<file path="src/rtl/div_unit_seq.sv">
// Iterative radix-2 restoring divide/remainder unit for DIV, DIVU, REM, REMU.
// One quotient bit per clock. START/BUSY/DONE handshake; RESULT is held
// until the next completion.
module div_unit_seq #(
  parameter int XLEN = 32
) (
  input  logic            CLK,
  input  logic            RESET,
  input  logic            START,
  input  logic [1:0]      SELECT,
  input  logic [XLEN-1:0] DATA1,
  input  logic [XLEN-1:0] DATA2,
  output logic            BUSY,
  output logic            DONE,
  output logic [XLEN-1:0] RESULT
);

  localparam int CW = $clog2(XLEN);

  typedef enum logic [1:0] {IDLE, RUN, FIX, ZERO} state_e;

  state_e            state_q, state_d;
  logic [CW-1:0]     cnt_q, cnt_d;
  logic [XLEN-1:0]   rem_q, rem_d;     // partial remainder
  logic [XLEN-1:0]   quo_q, quo_d;     // dividend shifting out / quotient shifting in
  logic [XLEN-1:0]   dvs_q, dvs_d;     // |divisor|
  logic [1:0]        sel_q, sel_d;
  logic              nq_q, nq_d;       // negate quotient at the end
  logic              nr_q, nr_d;       // negate remainder at the end
  logic              busy_q, busy_d;
  logic              done_q, done_d;
  logic [XLEN-1:0]   result_q, result_d;

  // Working values shared by the accept and iterate paths
  logic              is_signed;
  logic [XLEN-1:0]   a_abs, b_abs;
  logic [XLEN:0]     shifted;          // 33-bit partial remainder after shift
  logic              fits;
  logic [XLEN-1:0]   q_fix, r_fix;

  assign is_signed = ~SELECT[0];
  assign a_abs     = (is_signed && DATA1[XLEN-1]) ? ('0 - DATA1) : DATA1;
  assign b_abs     = (is_signed && DATA2[XLEN-1]) ? ('0 - DATA2) : DATA2;
  assign shifted   = {rem_q, quo_q[XLEN-1]};
  assign fits      = (shifted >= {1'b0, dvs_q});
  assign q_fix     = nq_q ? ('0 - quo_q) : quo_q;
  assign r_fix     = nr_q ? ('0 - rem_q) : rem_q;

  // Next-state and datapath for the IDLE/RUN/FIX/ZERO sequencer
  always_comb begin
    state_d  = state_q;
    cnt_d    = cnt_q;
    rem_d    = rem_q;
    quo_d    = quo_q;
    dvs_d    = dvs_q;
    sel_d    = sel_q;
    nq_d     = nq_q;
    nr_d     = nr_q;
    busy_d   = busy_q;
    done_d   = 1'b0;
    result_d = result_q;
    case (state_q)
      IDLE: begin
        if (START) begin
          sel_d  = SELECT;
          nq_d   = is_signed & (DATA1[XLEN-1] ^ DATA2[XLEN-1]);
          nr_d   = is_signed & DATA1[XLEN-1];
          rem_d  = '0;
          dvs_d  = b_abs;
          busy_d = 1'b1;
          if (DATA2 == '0) begin
            // raw dividend kept so REM/REMU by zero return it untouched
            quo_d   = DATA1;
            state_d = ZERO;
          end else begin
            quo_d   = a_abs;
            cnt_d   = CW'(XLEN - 1);
            state_d = RUN;
          end
        end
      end
      RUN: begin
        if (fits) begin
          rem_d = XLEN'(shifted - {1'b0, dvs_q});
          quo_d = {quo_q[XLEN-2:0], 1'b1};
        end else begin
          rem_d = shifted[XLEN-1:0];
          quo_d = {quo_q[XLEN-2:0], 1'b0};
        end
        if (cnt_q == '0) state_d = FIX;
        else             cnt_d   = cnt_q - 1'b1;
      end
      FIX: begin
        result_d = sel_q[1] ? r_fix : q_fix;
        done_d   = 1'b1;
        busy_d   = 1'b0;
        state_d  = IDLE;
      end
      ZERO: begin
        result_d = sel_q[1] ? quo_q : '1;
        done_d   = 1'b1;
        busy_d   = 1'b0;
        state_d  = IDLE;
      end
      default: state_d = IDLE;
    endcase
  end

  // State and registered outputs; async reset aborts any in-flight op
  always_ff @(posedge CLK or negedge RESET) begin
    if (!RESET) begin
      state_q  <= IDLE;
      cnt_q    <= '0;
      rem_q    <= '0;
      quo_q    <= '0;
      dvs_q    <= '0;
      sel_q    <= '0;
      nq_q     <= 1'b0;
      nr_q     <= 1'b0;
      busy_q   <= 1'b0;
      done_q   <= 1'b0;
      result_q <= '0;
    end else begin
      state_q  <= state_d;
      cnt_q    <= cnt_d;
      rem_q    <= rem_d;
      quo_q    <= quo_d;
      dvs_q    <= dvs_d;
      sel_q    <= sel_d;
      nq_q     <= nq_d;
      nr_q     <= nr_d;
      busy_q   <= busy_d;
      done_q   <= done_d;
      result_q <= result_d;
    end
  end

  assign BUSY   = busy_q;
  assign DONE   = done_q;
  assign RESULT = result_q;

endmodule

</file>
<file path="config.mk">
export PLATFORM = sky130hd
export DESIGN_NAME = div_unit_seq
export DESIGN_NICKNAME = d
export VERILOG_FILES = /design/src/rtl/div_unit_seq.sv
export SDC_FILE = /design/constraint.sdc
export NUM_CORES = 1
export LEC_CHECK = 0
export CAP_MARGIN = 20
export CORE_MARGIN = 1
export CORE_UTILIZATION = 40
export DETAILED_ROUTE_END_ITERATION = 10
export MAX_ROUTING_LAYER = met4
export PLACE_DENSITY_LB_ADDON = 0.05
export SETUP_SLACK_MARGIN = 0.15
export SLEW_MARGIN = 20
export SYNTH_ARGS = -nofsm -noshare
export SYNTH_HDL_FRONTEND = slang
export SYNTH_SLANG_ARGS = --single-unit
</file>
<file path="constraint.sdc">
create_clock -name CLK -period 2.85 [get_ports CLK]
set_input_delay 0.57 -clock CLK [delete_from_list [all_inputs] [get_ports CLK]]
set_output_delay 0.57 -clock CLK [all_outputs]
set_load 0.1 [all_outputs]
</file>
==> flow_results.xml, run 1 <==
<?xml version="1.0" encoding="UTF-8"?>
<metrics>
  <group name="status">
    <metric name="result_of_the_run" unit="">complete, but fails checks</metric>
    <metric name="failed_checks" unit="">negative setup slack</metric>
  </group>
  <group name="layout">
    <metric name="post_route_cells_drive_above_1_share" unit="">0.319</metric>
    <metric name="layout.cell_area.non_filler" unit="sq um">15800</metric>
    <metric name="area.sequential" unit="sq um">3500</metric>
    <metric name="multi_input_area" unit="sq um">7420</metric>
    <metric name="num-fill-cells" unit="">2349</metric>
    <metric name="final_net_count" unit="">1779</metric>
    <metric name="flow.area_growth_from_synthesis" unit="%">48.9</metric>
    <metric name="utilization_after_layout" unit="">0.606</metric>
    <metric name="diodes" unit="">0</metric>
  </group>
  <group name="setup_path">
    <metric name="worstPathRequired" unit="ns">3.15</metric>
    <metric name="r2r_end" unit="">RESULT[29]</metric>
    <metric name="setup.worst_path.start_class" unit="">flop</metric>
    <metric name="r2r-start" unit="">rem_q[14]</metric>
    <metric name="worst-endpoint-arrival" unit="ns">3.54</metric>
    <metric name="rr_worst_depth" unit="">10</metric>
    <metric name="setup.reg_to_reg.worst_slack" unit="ns">-0.39</metric>
    <metric name="worstSetupEndpointType" unit="">flop</metric>
    <metric name="critical_path_peak_fanout" unit="">6</metric>
    <metric name="worstSetupPathType" unit="">flop to flop</metric>
  </group>
  <group name="placed_design">
    <metric name="place.gp.congestion" unit="">0.938</metric>
    <metric name="pre_cts_slack" unit="ns">-0.631</metric>
    <metric name="portBuffers" unit="">102</metric>
    <metric name="placement.cell_area" unit="sq um">13900</metric>
    <metric name="place.detailed.hpwl" unit="mm">26.8</metric>
  </group>
  <group name="synth">
    <metric name="synth_enable_flop_cells" unit="">0</metric>
    <metric name="asyncSetResetFlopFracSynth" unit="">1.00</metric>
    <metric name="syn_avg_cell_area" unit="sq um">8.02</metric>
    <metric name="syn_area" unit="sq um">10600</metric>
    <metric name="syn-num-nets" unit="">1431</metric>
    <metric name="ys_seq_area_frac" unit="">0.330</metric>
    <metric name="ys_types" unit="">65</metric>
    <metric name="yosys_register_bits" unit="">140</metric>
    <metric name="netlist_instances" unit="">1323</metric>
    <metric name="synth_ff_type" unit="">sky130_fd_sc_hd__dfrtp_1</metric>
    <metric name="synth_warnings" unit="">0</metric>
  </group>
  <group name="clock_tree">
    <metric name="tritoncts" unit="">yes</metric>
    <metric name="cts-htree-levels" unit="">4</metric>
    <metric name="ctsLongestPathBuffers" unit="">2</metric>
    <metric name="numCtsBuffers" unit="">17</metric>
    <metric name="clk_latency" unit="ns">0.44</metric>
    <metric name="worst_setup_hold_path_clk_slew" unit="ns">0.06</metric>
    <metric name="ctsRootBufferMaster" unit="">sky130_fd_sc_hd__clkbuf_16</metric>
    <metric name="cts_sinks" unit="">140</metric>
  </group>
  <group name="sta">
    <metric name="relSlewSlack" unit="">0.493</metric>
    <metric name="layout_setup_ws" unit="ns">-0.391</metric>
    <metric name="fin_worst_skew" unit="ns">0.0119</metric>
    <metric name="finalHoldViolations" unit="">0</metric>
    <metric name="tightestPinTransition" unit="ns">0.753</metric>
    <metric name="finalSetupViolCount" unit="">46</metric>
    <metric name="timing.final.crit_share" unit="">1.14</metric>
    <metric name="fin_crit" unit="ns">3.24</metric>
    <metric name="rsz0062_at_grt" unit="">true</metric>
    <metric name="timing.fmax" unit="MHz">309</metric>
    <metric name="slew_violations" unit="">0</metric>
  </group>
  <group name="drt">
    <metric name="drt_iter0_markers" unit="">892</metric>
    <metric name="avgViaCountPerCell" unit="">5.60</metric>
    <metric name="post_drt_wl_per_cell" unit="microns">18.3</metric>
    <metric name="route.antenna.remaining_nets" unit="">0</metric>
    <metric name="drt_first_pass_iters" unit="">8</metric>
    <metric name="via_count" unit="">11300</metric>
    <metric name="remaining_drc_errors" unit="">0</metric>
    <metric name="routed_wl" unit="mm">36.9</metric>
  </group>
  <group name="grt">
    <metric name="overflow" unit="">0</metric>
    <metric name="grt_start_max_net_pins" unit="">94</metric>
    <metric name="grt_antenna_before_repair" unit="">0</metric>
    <metric name="top_usage_layer" unit="">met2</metric>
    <metric name="use_met3" unit="">0.0352</metric>
    <metric name="grt_first_pass_wirelength" unit="mm">58.2</metric>
    <metric name="grtUsageTotal" unit="">0.285</metric>
    <metric name="number_of_global_route_vias_before_repair" unit="">10600</metric>
    <metric name="met1_usage" unit="">0.406</metric>
    <metric name="grt_util_met2" unit="">0.430</metric>
  </group>
  <group name="floorplan">
    <metric name="die_y" unit="microns">165</metric>
    <metric name="placement_rows" unit="">59</metric>
    <metric name="floorplan.core_area" unit="sq um">26100</metric>
    <metric name="dieArea" unit="sq um">27200</metric>
    <metric name="die_w" unit="microns">165</metric>
    <metric name="initial_core_utilization" unit="">0.407</metric>
    <metric name="floorplan.io_pins" unit="">103</metric>
  </group>
  <group name="run">
    <metric name="drv.max_cap_violation_count" unit="">0</metric>
  </group>
  <group name="min_path">
    <metric name="hold_path.class" unit="">input port to asynchronous set/reset pin</metric>
  </group>
</metrics>
-- synth_stat cells (20+ instances only) --
cell	n	area share
sky130_fd_sc_hd__o21ai_0	166	0.078
sky130_fd_sc_hd__nor2_1	74	0.026
sky130_fd_sc_hd__xnor2_1	52	0.043
sky130_fd_sc_hd__nand3_1	35	0.017
sky130_fd_sc_hd__a21oi_1	105	0.050
sky130_fd_sc_hd__nand2_1	120	0.042
sky130_fd_sc_hd__nor3_1	24	0.011
sky130_fd_sc_hd__inv_1	85	0.030
sky130_fd_sc_hd__dfrtp_1	140	0.33
sky130_fd_sc_hd__o31ai_1	30	0.021
sky130_fd_sc_hd__or4_1	20	0.014
sky130_fd_sc_hd__a22oi_1	34	0.024
sky130_fd_sc_hd__ha_1	38	0.045
sky130_fd_sc_hd__xor2_1	67	0.055
sky130_fd_sc_hd__clkbuf_1	77	0.027
sky130_fd_sc_hd__o221ai_1	22	0.018
-- critical path, cell delays in order, from the launching register on --
cell                       delay (ns)
sky130_fd_sc_hd__dfrtp_1         0.38
sky130_fd_sc_hd__or4_4           0.53
sky130_fd_sc_hd__or3_4           0.35
sky130_fd_sc_hd__or4_4           0.51
sky130_fd_sc_hd__or4_4           0.43
sky130_fd_sc_hd__buf_6           0.16
sky130_fd_sc_hd__o31ai_4         0.18
sky130_fd_sc_hd__xor2_1          0.17
sky130_fd_sc_hd__a32oi_1         0.06
sky130_fd_sc_hd__o221ai_1        0.23
sky130_fd_sc_hd__o21ai_1         0.11
-- metrics by stage --
step / instances / setup TNS, ns / hold WS (ns)
3_3_place_gp: 1944 / -26.17 / 0.461
5_1_grt: 2019 / -13.48 / 0.124
6_report: 2019 / -7.03 / 0.0926
3_5_place_dp: 1944 / -28.51 / 0.472
2_1_floorplan: 1323 / -1.59 / 0.274
4_1_cts: 2013 / -4.58 / 0.108
-- flip-flops by register name, summed over array words and instances (netlist names) --
| signal | cells |
|---|---|
| nq_q | 1 |
| state_q | 2 |
| DONE | 1 |
| cnt_q | 5 |
| BUSY | 1 |
| quo_q | 32 |
| sel_q | 1 |
| rem_q | 32 |
| RESULT | 32 |
| dvs_q | 32 |
| nr_q | 1 |
-- cell usage in the layout (no fill, tap or decap), types with 14 or more instances in the layout --
master	count
sky130_fd_sc_hd__clkdlybuf4s50_1	47
sky130_fd_sc_hd__ha_1	27
sky130_fd_sc_hd__clkbuf_16	19
sky130_fd_sc_hd__mux2i_1	17
sky130_fd_sc_hd__a22oi_1	34
sky130_fd_sc_hd__buf_6	35
sky130_fd_sc_hd__dfrtp_1	139
sky130_fd_sc_hd__nor2_1	64
sky130_fd_sc_hd__nand3_1	30
sky130_fd_sc_hd__xnor2_1	50
sky130_fd_sc_hd__o21ai_0	109
sky130_fd_sc_hd__o221ai_1	22
sky130_fd_sc_hd__or4_4	14
sky130_fd_sc_hd__buf_4	298
sky130_fd_sc_hd__nand2_1	109
sky130_fd_sc_hd__nor3b_1	15
sky130_fd_sc_hd__o21ai_2	20
sky130_fd_sc_hd__a21oi_1	97
sky130_fd_sc_hd__o21ai_1	49
sky130_fd_sc_hd__xor2_1	66
sky130_fd_sc_hd__nor3_1	15
sky130_fd_sc_hd__inv_1	81
sky130_fd_sc_hd__o31ai_1	22
-- layer usage --
metal / routed length (microns) / vias up
met5: 0 / -
met4: 565 / 0
met3: 1630 / 44
met2: 17000 / 291
met1: 17700 / 5462
li1: - / 5517
-- how the worst max path moves through the flow --
stage          startpoint          to  depth (start not counted)
2_1_floorplan   rem_q[14]  RESULT[27]                          9
3_3_place_gp    DATA1[10]   quo_q[27]                          9
3_5_place_dp    DATA1[10]   quo_q[27]                          9
4_1_cts         rem_q[14]  RESULT[29]                         10
5_1_grt         rem_q[14]  RESULT[23]                         10
6_report        rem_q[14]  RESULT[29]                         10
-- layout make-up --
cell class              instances  area share
multi-input cells            1016       0.470
clock buffers                  19      0.0280
flip-flops and latches        140       0.222
clock inverters                13     0.00990
repair buffers                411       0.224
inverters                      85      0.0202
well taps                     335      0.0265
-- repair_timing --
| item | in CTS | in global routing |
|---|---|---|
| pin swaps | 72 | 65 |
| setup endpoints to repair | 91 | 91 |
| setup buffers | 31 | 4 |
| hold buffers | 0 | 0 |
| gates cloned | 6 | 2 |
| gates resized for setup | 204 | 96 |
-- cell families (layout without fill, tap and decap cells) --
family                   Yosys count  count (layout)  synth area share
adder cells (fa/ha/maj)           39              39            0.0467
AND/OR/NAND/NOR                  374             375             0.175
buffers and inverters            168             528            0.0596
multiplexers                      22              22            0.0217
XOR/XNOR                         119             119            0.0982
flip-flops                       140             140             0.330
AO/OA/AOI/OAI                    461             461             0.268
Power of run 1 is not shown: default switching activity piles up to over one toggle a cycle in this logic, so the estimate is an artifact.
==> run 2: changes to the inputs <==
--- a/config.mk
+++ b/config.mk
@@ -9,6 +9,7 @@
 export CORE_MARGIN = 1
 export CORE_UTILIZATION = 40
 export DETAILED_ROUTE_END_ITERATION = 10
+export DONT_BUFFER_PORTS = 1
 export MAX_ROUTING_LAYER = met4
 export PLACE_DENSITY_LB_ADDON = 0.05
 export SETUP_SLACK_MARGIN = 0.15
==> run 2 against run 1 <==
Compared with the run above: the run ends with negative hold slack, negative setup slack left; cell area shrank 13%; wire length shrank 3.0%; utilization shrank 7.7 points; cell count shrank 9.2%; critical path depth shrank 2; global-route usage shrank 0.79 points; largest cell class unchanged.
==> flow_results.xml, run 2 (same netlist as run 1, synthesis figures left out) <==
<?xml version="1.0" encoding="UTF-8"?>
<metrics>
  <group name="status">
    <metric name="result_of_the_run" unit="">complete, but fails checks</metric>
    <metric name="failed_checks" unit="">negative hold slack, negative setup slack</metric>
  </group>
  <group name="setup_path">
    <metric name="worstSetupPathType" unit="">flop to flop</metric>
    <metric name="worstPathRequired" unit="ns">3.16</metric>
    <metric name="r2r-start" unit="">quo_q[15]</metric>
    <metric name="worst-endpoint-arrival" unit="ns">3.53</metric>
    <metric name="setup.worst_path.start_class" unit="">flop</metric>
    <metric name="worstSetupEndpointType" unit="">flop</metric>
    <metric name="worst_setup_path_endpoint" unit="">RESULT[28]</metric>
    <metric name="rr_worst_depth" unit="">8</metric>
    <metric name="critical_path_peak_fanout" unit="">3</metric>
    <metric name="r2r_end" unit="">RESULT[28]</metric>
    <metric name="setup.reg_to_reg.worst_slack" unit="ns">-0.36</metric>
    <metric name="worstSetupStartpoint" unit="">quo_q[15]</metric>
  </group>
  <group name="sta">
    <metric name="whs" unit="ns">-0.178</metric>
    <metric name="slew_violations" unit="">0</metric>
    <metric name="finalSetupViolCount" unit="">16</metric>
    <metric name="layout_setup_ws" unit="ns">-0.362</metric>
    <metric name="setup-tns-final" unit="ns">-3.94</metric>
    <metric name="tightestPinTransition" unit="ns">0.976</metric>
    <metric name="timing.fmax" unit="MHz">311</metric>
    <metric name="fin_worst_skew" unit="ns">0.0147</metric>
    <metric name="finalHoldViolations" unit="">140</metric>
    <metric name="fin_crit" unit="ns">3.21</metric>
    <metric name="timing.final.crit_share" unit="">1.13</metric>
    <metric name="rsz0062_at_grt" unit="">true</metric>
    <metric name="relSlewSlack" unit="">0.350</metric>
  </group>
  <group name="placed_design">
    <metric name="place.gp.congestion" unit="">0.893</metric>
    <metric name="portBuffers" unit="">0</metric>
    <metric name="placement.cell_area" unit="sq um">12400</metric>
    <metric name="place.detailed.hpwl" unit="mm">26.5</metric>
    <metric name="placed_cells_incl_taps" unit="">1771</metric>
  </group>
  <group name="floorplan">
    <metric name="die_y" unit="microns">165</metric>
    <metric name="placement_rows" unit="">59</metric>
    <metric name="floorplan.io_pins" unit="">103</metric>
    <metric name="initial_core_utilization" unit="">0.407</metric>
    <metric name="die_w" unit="microns">165</metric>
    <metric name="floorplan.core_area" unit="sq um">26100</metric>
    <metric name="dieArea" unit="sq um">27200</metric>
  </group>
  <group name="clock_tree">
    <metric name="clk_latency" unit="ns">0.44</metric>
    <metric name="ctsLongestPathBuffers" unit="">2</metric>
    <metric name="cts-htree-levels" unit="">4</metric>
    <metric name="numCtsBuffers" unit="">17</metric>
    <metric name="cts_sinks" unit="">140</metric>
    <metric name="ctsRootBufferMaster" unit="">sky130_fd_sc_hd__clkbuf_16</metric>
    <metric name="tritoncts" unit="">yes</metric>
    <metric name="worst_setup_hold_path_clk_slew" unit="ns">0.07</metric>
  </group>
  <group name="layout">
    <metric name="finish.cell_count_without_fillers" unit="">1833</metric>
    <metric name="utilization_after_layout" unit="">0.529</metric>
    <metric name="post_route_cells_drive_above_1_share" unit="">0.245</metric>
    <metric name="flow.area_growth_from_synthesis" unit="%">30.0</metric>
    <metric name="final_net_count" unit="">1592</metric>
    <metric name="layout.cell_area.non_filler" unit="sq um">13800</metric>
    <metric name="most-common-layout-cells" unit="">207 x sky130_fd_sc_hd__buf_4, 137 x sky130_fd_sc_hd__dfrtp_1, 134 x sky130_fd_sc_hd__o21ai_0, 117 x sky130_fd_sc_hd__nand2_1, 98 x sky130_fd_sc_hd__a21oi_1</metric>
    <metric name="final_common_cell" unit="">sky130_fd_sc_hd__buf_4</metric>
  </group>
  <group name="drt">
    <metric name="route.antenna.remaining_nets" unit="">0</metric>
    <metric name="drt_first_pass_iters" unit="">5</metric>
    <metric name="routed_wl" unit="mm">35.8</metric>
    <metric name="avgViaCountPerCell" unit="">5.73</metric>
    <metric name="remaining_drc_errors" unit="">0</metric>
    <metric name="drt_iter0_markers" unit="">727</metric>
    <metric name="post_drt_wl_per_cell" unit="microns">19.5</metric>
    <metric name="via_count" unit="">10500</metric>
  </group>
  <group name="grt">
    <metric name="grt_antenna_before_repair" unit="">1</metric>
    <metric name="grtUsageTotal" unit="">0.277</metric>
    <metric name="overflow" unit="">0</metric>
    <metric name="grt_start_max_net_pins" unit="">141</metric>
    <metric name="grt_first_pass_wirelength" unit="mm">56.0</metric>
    <metric name="number_of_global_route_vias_before_repair" unit="">9934</metric>
  </group>
  <group name="min_path">
    <metric name="hold_path.class" unit="">input port to asynchronous set/reset pin</metric>
  </group>
  <group name="run">
    <metric name="drv.max_cap_violation_count" unit="">0</metric>
  </group>
</metrics>
run 2: cell count changes in the layout (fill, tap and decap cells not counted), moves of 7 or more:
cell	delta
sky130_fd_sc_hd__o21ai_0	+25
sky130_fd_sc_hd__nand2_1	+8
sky130_fd_sc_hd__clkdlybuf4s50_1	-47
sky130_fd_sc_hd__buf_4	-91
sky130_fd_sc_hd__buf_6	-26
sky130_fd_sc_hd__o21ai_2	-10
sky130_fd_sc_hd__nor2_4	-7
sky130_fd_sc_hd__o21ai_1	-14
run 2: metrics by stage:
step	setup WS [ns]	hold slack, ns
finish	-0.362	-0.178
global route	-0.454	-0.197
CTS	-0.333	-0.188
detailed placement	-0.352	0.281
global placement	-0.326	0.281
floorplan	-0.254	0.274
run 2: cell type report:
type                    instances  area [sq um]
clock inverters                14           144
repair buffers                225          1850
fillers                      2534         12300
inverters                      85           319
well taps                     335           419
diodes                          1          2.50
flip-flops and latches        140          3510
clock buffers                  18           429
multi-input cells            1015          7130
run 2: worst max-delay path, stage by stage (launching register included):
cell and delay, ns:
sky130_fd_sc_hd__dfrtp_1 0.37, sky130_fd_sc_hd__or4_1 0.59, sky130_fd_sc_hd__or3_1 0.40, sky130_fd_sc_hd__or4_1 0.60, sky130_fd_sc_hd__or4_1 0.46, sky130_fd_sc_hd__a21oi_1 0.17, sky130_fd_sc_hd__a2bb2oi_1 0.19, sky130_fd_sc_hd__a21oi_1 0.06
sky130_fd_sc_hd__mux2_4 0.26
run 2: how the worst min path moves through the flow:
stage	start	end	depth (start not counted)
3_5_place_dp	RESET	dvs_q[3]	0
3_3_place_gp	RESET	dvs_q[3]	0
6_report	RESET	dvs_q[2]	0
2_1_floorplan	RESET	BUSY	0
4_1_cts	RESET	dvs_q[13]	0
5_1_grt	RESET	dvs_q[3]	0
run 2: what timing repair did:
| action | in CTS | in global routing |
|---|---|---|
| gates cloned | 2 | 0 |
| pin swaps | 45 | 28 |
| endpoints found under the hold margin | 140 | 140 |
| setup buffers | 24 | 3 |
| setup endpoints to repair | 50 | 56 |
| gates resized for setup | 108 | 29 |
run 2: metal layers:
layer,vias to the layer above,track usage,part of all wire
li1,5128,-,-
met1,5089,0.388,0.49
met2,240,0.413,0.45
met3,43,0.0480,0.045
met4,0,0.0663,0.017
met5,-,-,0
Power of run 2 is left out for the same reason.
==> run 3: changes to the inputs <==
==> constraint.sdc (replaced) <==
create_clock -name CLK -period 2.95 [get_ports CLK]
set_input_delay 0.59 -clock CLK [delete_from_list [all_inputs] [get_ports CLK]]
set_output_delay 0.59 -clock CLK [all_outputs]
set_load 0.1 [all_outputs]
==> run 3 against run 2 <==
Compared with the run above: the flow still finishes with violations (negative hold slack, negative setup slack); worst hold slack better by 0.027 ns; via count down 1.5%; sequential cell count unchanged.
==> flow_results.xml, run 3 (same netlist as run 1, synthesis figures left out) <==
<?xml version="1.0" encoding="UTF-8"?>
<metrics>
  <group name="status">
    <metric name="result_of_the_run" unit="">complete, but fails checks</metric>
    <metric name="failed_checks" unit="">negative hold slack, negative setup slack</metric>
  </group>
  <group name="floorplan">
    <metric name="floorplan.core_area" unit="sq um">26100</metric>
    <metric name="placement_rows" unit="">59</metric>
    <metric name="floorplan.io_pins" unit="">103</metric>
    <metric name="die_y" unit="microns">165</metric>
    <metric name="dieArea" unit="sq um">27200</metric>
    <metric name="die_w" unit="microns">165</metric>
    <metric name="initial_core_utilization" unit="">0.407</metric>
  </group>
  <group name="drt">
    <metric name="routed_wl" unit="mm">35.4</metric>
    <metric name="drt_first_pass_iters" unit="">5</metric>
    <metric name="avgViaCountPerCell" unit="">5.78</metric>
    <metric name="post_drt_wl_per_cell" unit="microns">19.8</metric>
    <metric name="drt_iter0_markers" unit="">738</metric>
    <metric name="remaining_drc_errors" unit="">0</metric>
    <metric name="via_count" unit="">10300</metric>
    <metric name="route.antenna.remaining_nets" unit="">0</metric>
  </group>
  <group name="sta">
    <metric name="whs" unit="ns">-0.151</metric>
    <metric name="relSlewSlack" unit="">0.304</metric>
    <metric name="fin_worst_skew" unit="ns">0.0139</metric>
    <metric name="slew_violations" unit="">0</metric>
    <metric name="rsz0062_at_grt" unit="">true</metric>
    <metric name="layout_setup_ws" unit="ns">-0.320</metric>
    <metric name="timing.final.crit_share" unit="">1.11</metric>
    <metric name="finalSetupViolCount" unit="">13</metric>
    <metric name="tightestPinTransition" unit="ns">1.04</metric>
    <metric name="finalHoldViolations" unit="">140</metric>
    <metric name="fin_crit" unit="ns">3.27</metric>
    <metric name="timing.fmax" unit="MHz">306</metric>
  </group>
  <group name="setup_path">
    <metric name="worstPathRequired" unit="ns">3.27</metric>
    <metric name="path_delay_family" unit="">simple AND/OR/NAND/NOR gates</metric>
    <metric name="rr_worst_depth" unit="">9</metric>
    <metric name="r2r_end" unit="">RESULT[27]</metric>
    <metric name="worst_setup_path_endpoint" unit="">RESULT[27]</metric>
    <metric name="worst-path-stages" unit="">9</metric>
    <metric name="worst-endpoint-arrival" unit="ns">3.59</metric>
    <metric name="worstSetupEndpointType" unit="">flop</metric>
    <metric name="worstPathCellList" unit="">or4_4 &gt; or3_4 &gt; or4_4 &gt; or4_4 &gt; buf_6 &gt; o41ai_4 &gt; xor2_1 &gt; a21oi_1 &gt; mux2_4</metric>
    <metric name="r2r-start" unit="">rem_q[14]</metric>
    <metric name="timing.critical_path.slowest_cell_delay" unit="ns">0.55</metric>
    <metric name="setup.reg_to_reg.worst_slack" unit="ns">-0.32</metric>
    <metric name="worstSetupStartpoint" unit="">rem_q[14]</metric>
    <metric name="critical_path_peak_fanout" unit="">6</metric>
    <metric name="worstSetupPathType" unit="">flop to flop</metric>
    <metric name="cpMostUsedCell" unit="">sky130_fd_sc_hd__or4_4</metric>
    <metric name="setup.worst_path.start_class" unit="">flop</metric>
    <metric name="critPathBufInv" unit="">1</metric>
    <metric name="slowest_stage" unit="">sky130_fd_sc_hd__or4_4</metric>
  </group>
  <group name="layout">
    <metric name="diodes" unit="">0</metric>
    <metric name="most-common-layout-cells" unit="">172 x sky130_fd_sc_hd__buf_4, 140 x sky130_fd_sc_hd__o21ai_0, 138 x sky130_fd_sc_hd__dfrtp_1, 117 x sky130_fd_sc_hd__nand2_1, 100 x sky130_fd_sc_hd__a21oi_1</metric>
    <metric name="final_net_count" unit="">1549</metric>
    <metric name="post_route_cells_drive_above_1_share" unit="">0.218</metric>
    <metric name="flow.area_growth_from_synthesis" unit="%">25.3</metric>
    <metric name="final_common_cell" unit="">sky130_fd_sc_hd__buf_4</metric>
    <metric name="finish.cell_count_without_fillers" unit="">1789</metric>
  </group>
  <group name="placed_design">
    <metric name="pre_cts_slack" unit="ns">-0.277</metric>
    <metric name="portBuffers" unit="">0</metric>
    <metric name="place.gp.congestion" unit="">0.957</metric>
    <metric name="place.detailed.hpwl" unit="mm">26.1</metric>
    <metric name="placed_cells_incl_taps" unit="">1742</metric>
  </group>
  <group name="grt">
    <metric name="use_met3" unit="">0.0387</metric>
    <metric name="grtUsageTotal" unit="">0.272</metric>
    <metric name="grt_antenna_before_repair" unit="">0</metric>
    <metric name="grt_util_met2" unit="">0.404</metric>
    <metric name="overflow" unit="">0</metric>
    <metric name="met1_usage" unit="">0.383</metric>
    <metric name="grt_start_max_net_pins" unit="">141</metric>
    <metric name="number_of_global_route_vias_before_repair" unit="">9764</metric>
    <metric name="grt_first_pass_wirelength" unit="mm">55.0</metric>
    <metric name="top_usage_layer" unit="">met2</metric>
  </group>
  <group name="min_path">
    <metric name="hold_path.class" unit="">input port to asynchronous set/reset pin</metric>
  </group>
  <group name="clock_tree">
    <metric name="ctsLongestPathBuffers" unit="">2</metric>
    <metric name="numCtsBuffers" unit="">17</metric>
    <metric name="worst_setup_hold_path_clk_slew" unit="ns">0.07</metric>
    <metric name="cts-htree-levels" unit="">4</metric>
    <metric name="cts_sinks" unit="">140</metric>
    <metric name="tritoncts" unit="">yes</metric>
    <metric name="clk_latency" unit="ns">0.44</metric>
    <metric name="ctsRootBufferMaster" unit="">sky130_fd_sc_hd__clkbuf_16</metric>
  </group>
  <group name="run">
    <metric name="drv.max_cap_violation_count" unit="">0</metric>
  </group>
</metrics>
-- run 3: metal layers --
metal  share of wire  vias up  wire length (microns)
li1                -     5036                      -
met1            0.48     5003                  17100
met2            0.45      255                  15900
met3           0.047       48                   1680
met4           0.019        0                    660
met5               0        -                      0
-- run 3: worst register-to-register path: stages (launching register included) --
cell and delay, ns:
sky130_fd_sc_hd__dfrtp_1 0.39, sky130_fd_sc_hd__or4_4 0.55, sky130_fd_sc_hd__or3_4 0.35, sky130_fd_sc_hd__or4_4 0.50, sky130_fd_sc_hd__or4_4 0.43, sky130_fd_sc_hd__buf_6 0.16, sky130_fd_sc_hd__o41ai_4 0.21, sky130_fd_sc_hd__xor2_1 0.20
sky130_fd_sc_hd__a21oi_1 0.09, sky130_fd_sc_hd__mux2_4 0.27
-- run 3: cell type report --
type,count,area (sq um)
flip-flops and latches,140,3510
fillers,2501,12800
clock inverters,14,150
clock buffers,18,439
multi-input cells,1015,7030
repair buffers,182,1440
inverters,85,319
well taps,335,419
-- run 3: how the worst min path moves through the flow --
stage / startpoint / to / slack, ns / cells after the start
final: RESET / dvs_q[5] / -0.15 / 0
after global routing: RESET / dvs_q[4] / -0.16 / 0
after CTS: RESET / dvs_q[5] / -0.16 / 0
after detailed placement: RESET / dvs_q[5] / 0.30 / 0
after global placement: RESET / dvs_q[5] / 0.30 / 0
after floorplan: RESET / BUSY / 0.29 / 0
-- run 3: timing repair --
action	in CTS	in global routing
setup endpoints to repair	47	51
pin swaps	20	14
resized for setup	69	43
endpoints found under the hold margin	140	140
gates cloned	2	0
buffers inserted	8	5
-- run 3: metrics by stage --
stage,utilization,hold slack (ns),setup TNS (ns),cell area [sq um]
after floorplan,-,0.294,-0.668,10700
after global placement,0.465,0.301,-3.34,12100
after detailed placement,0.465,0.302,-2.92,12100
after CTS,0.502,-0.159,-2.19,13100
after global routing,0.510,-0.160,-4.37,13300
final,0.510,-0.151,-2.98,13300
Power of run 3 is left out for the same reason.
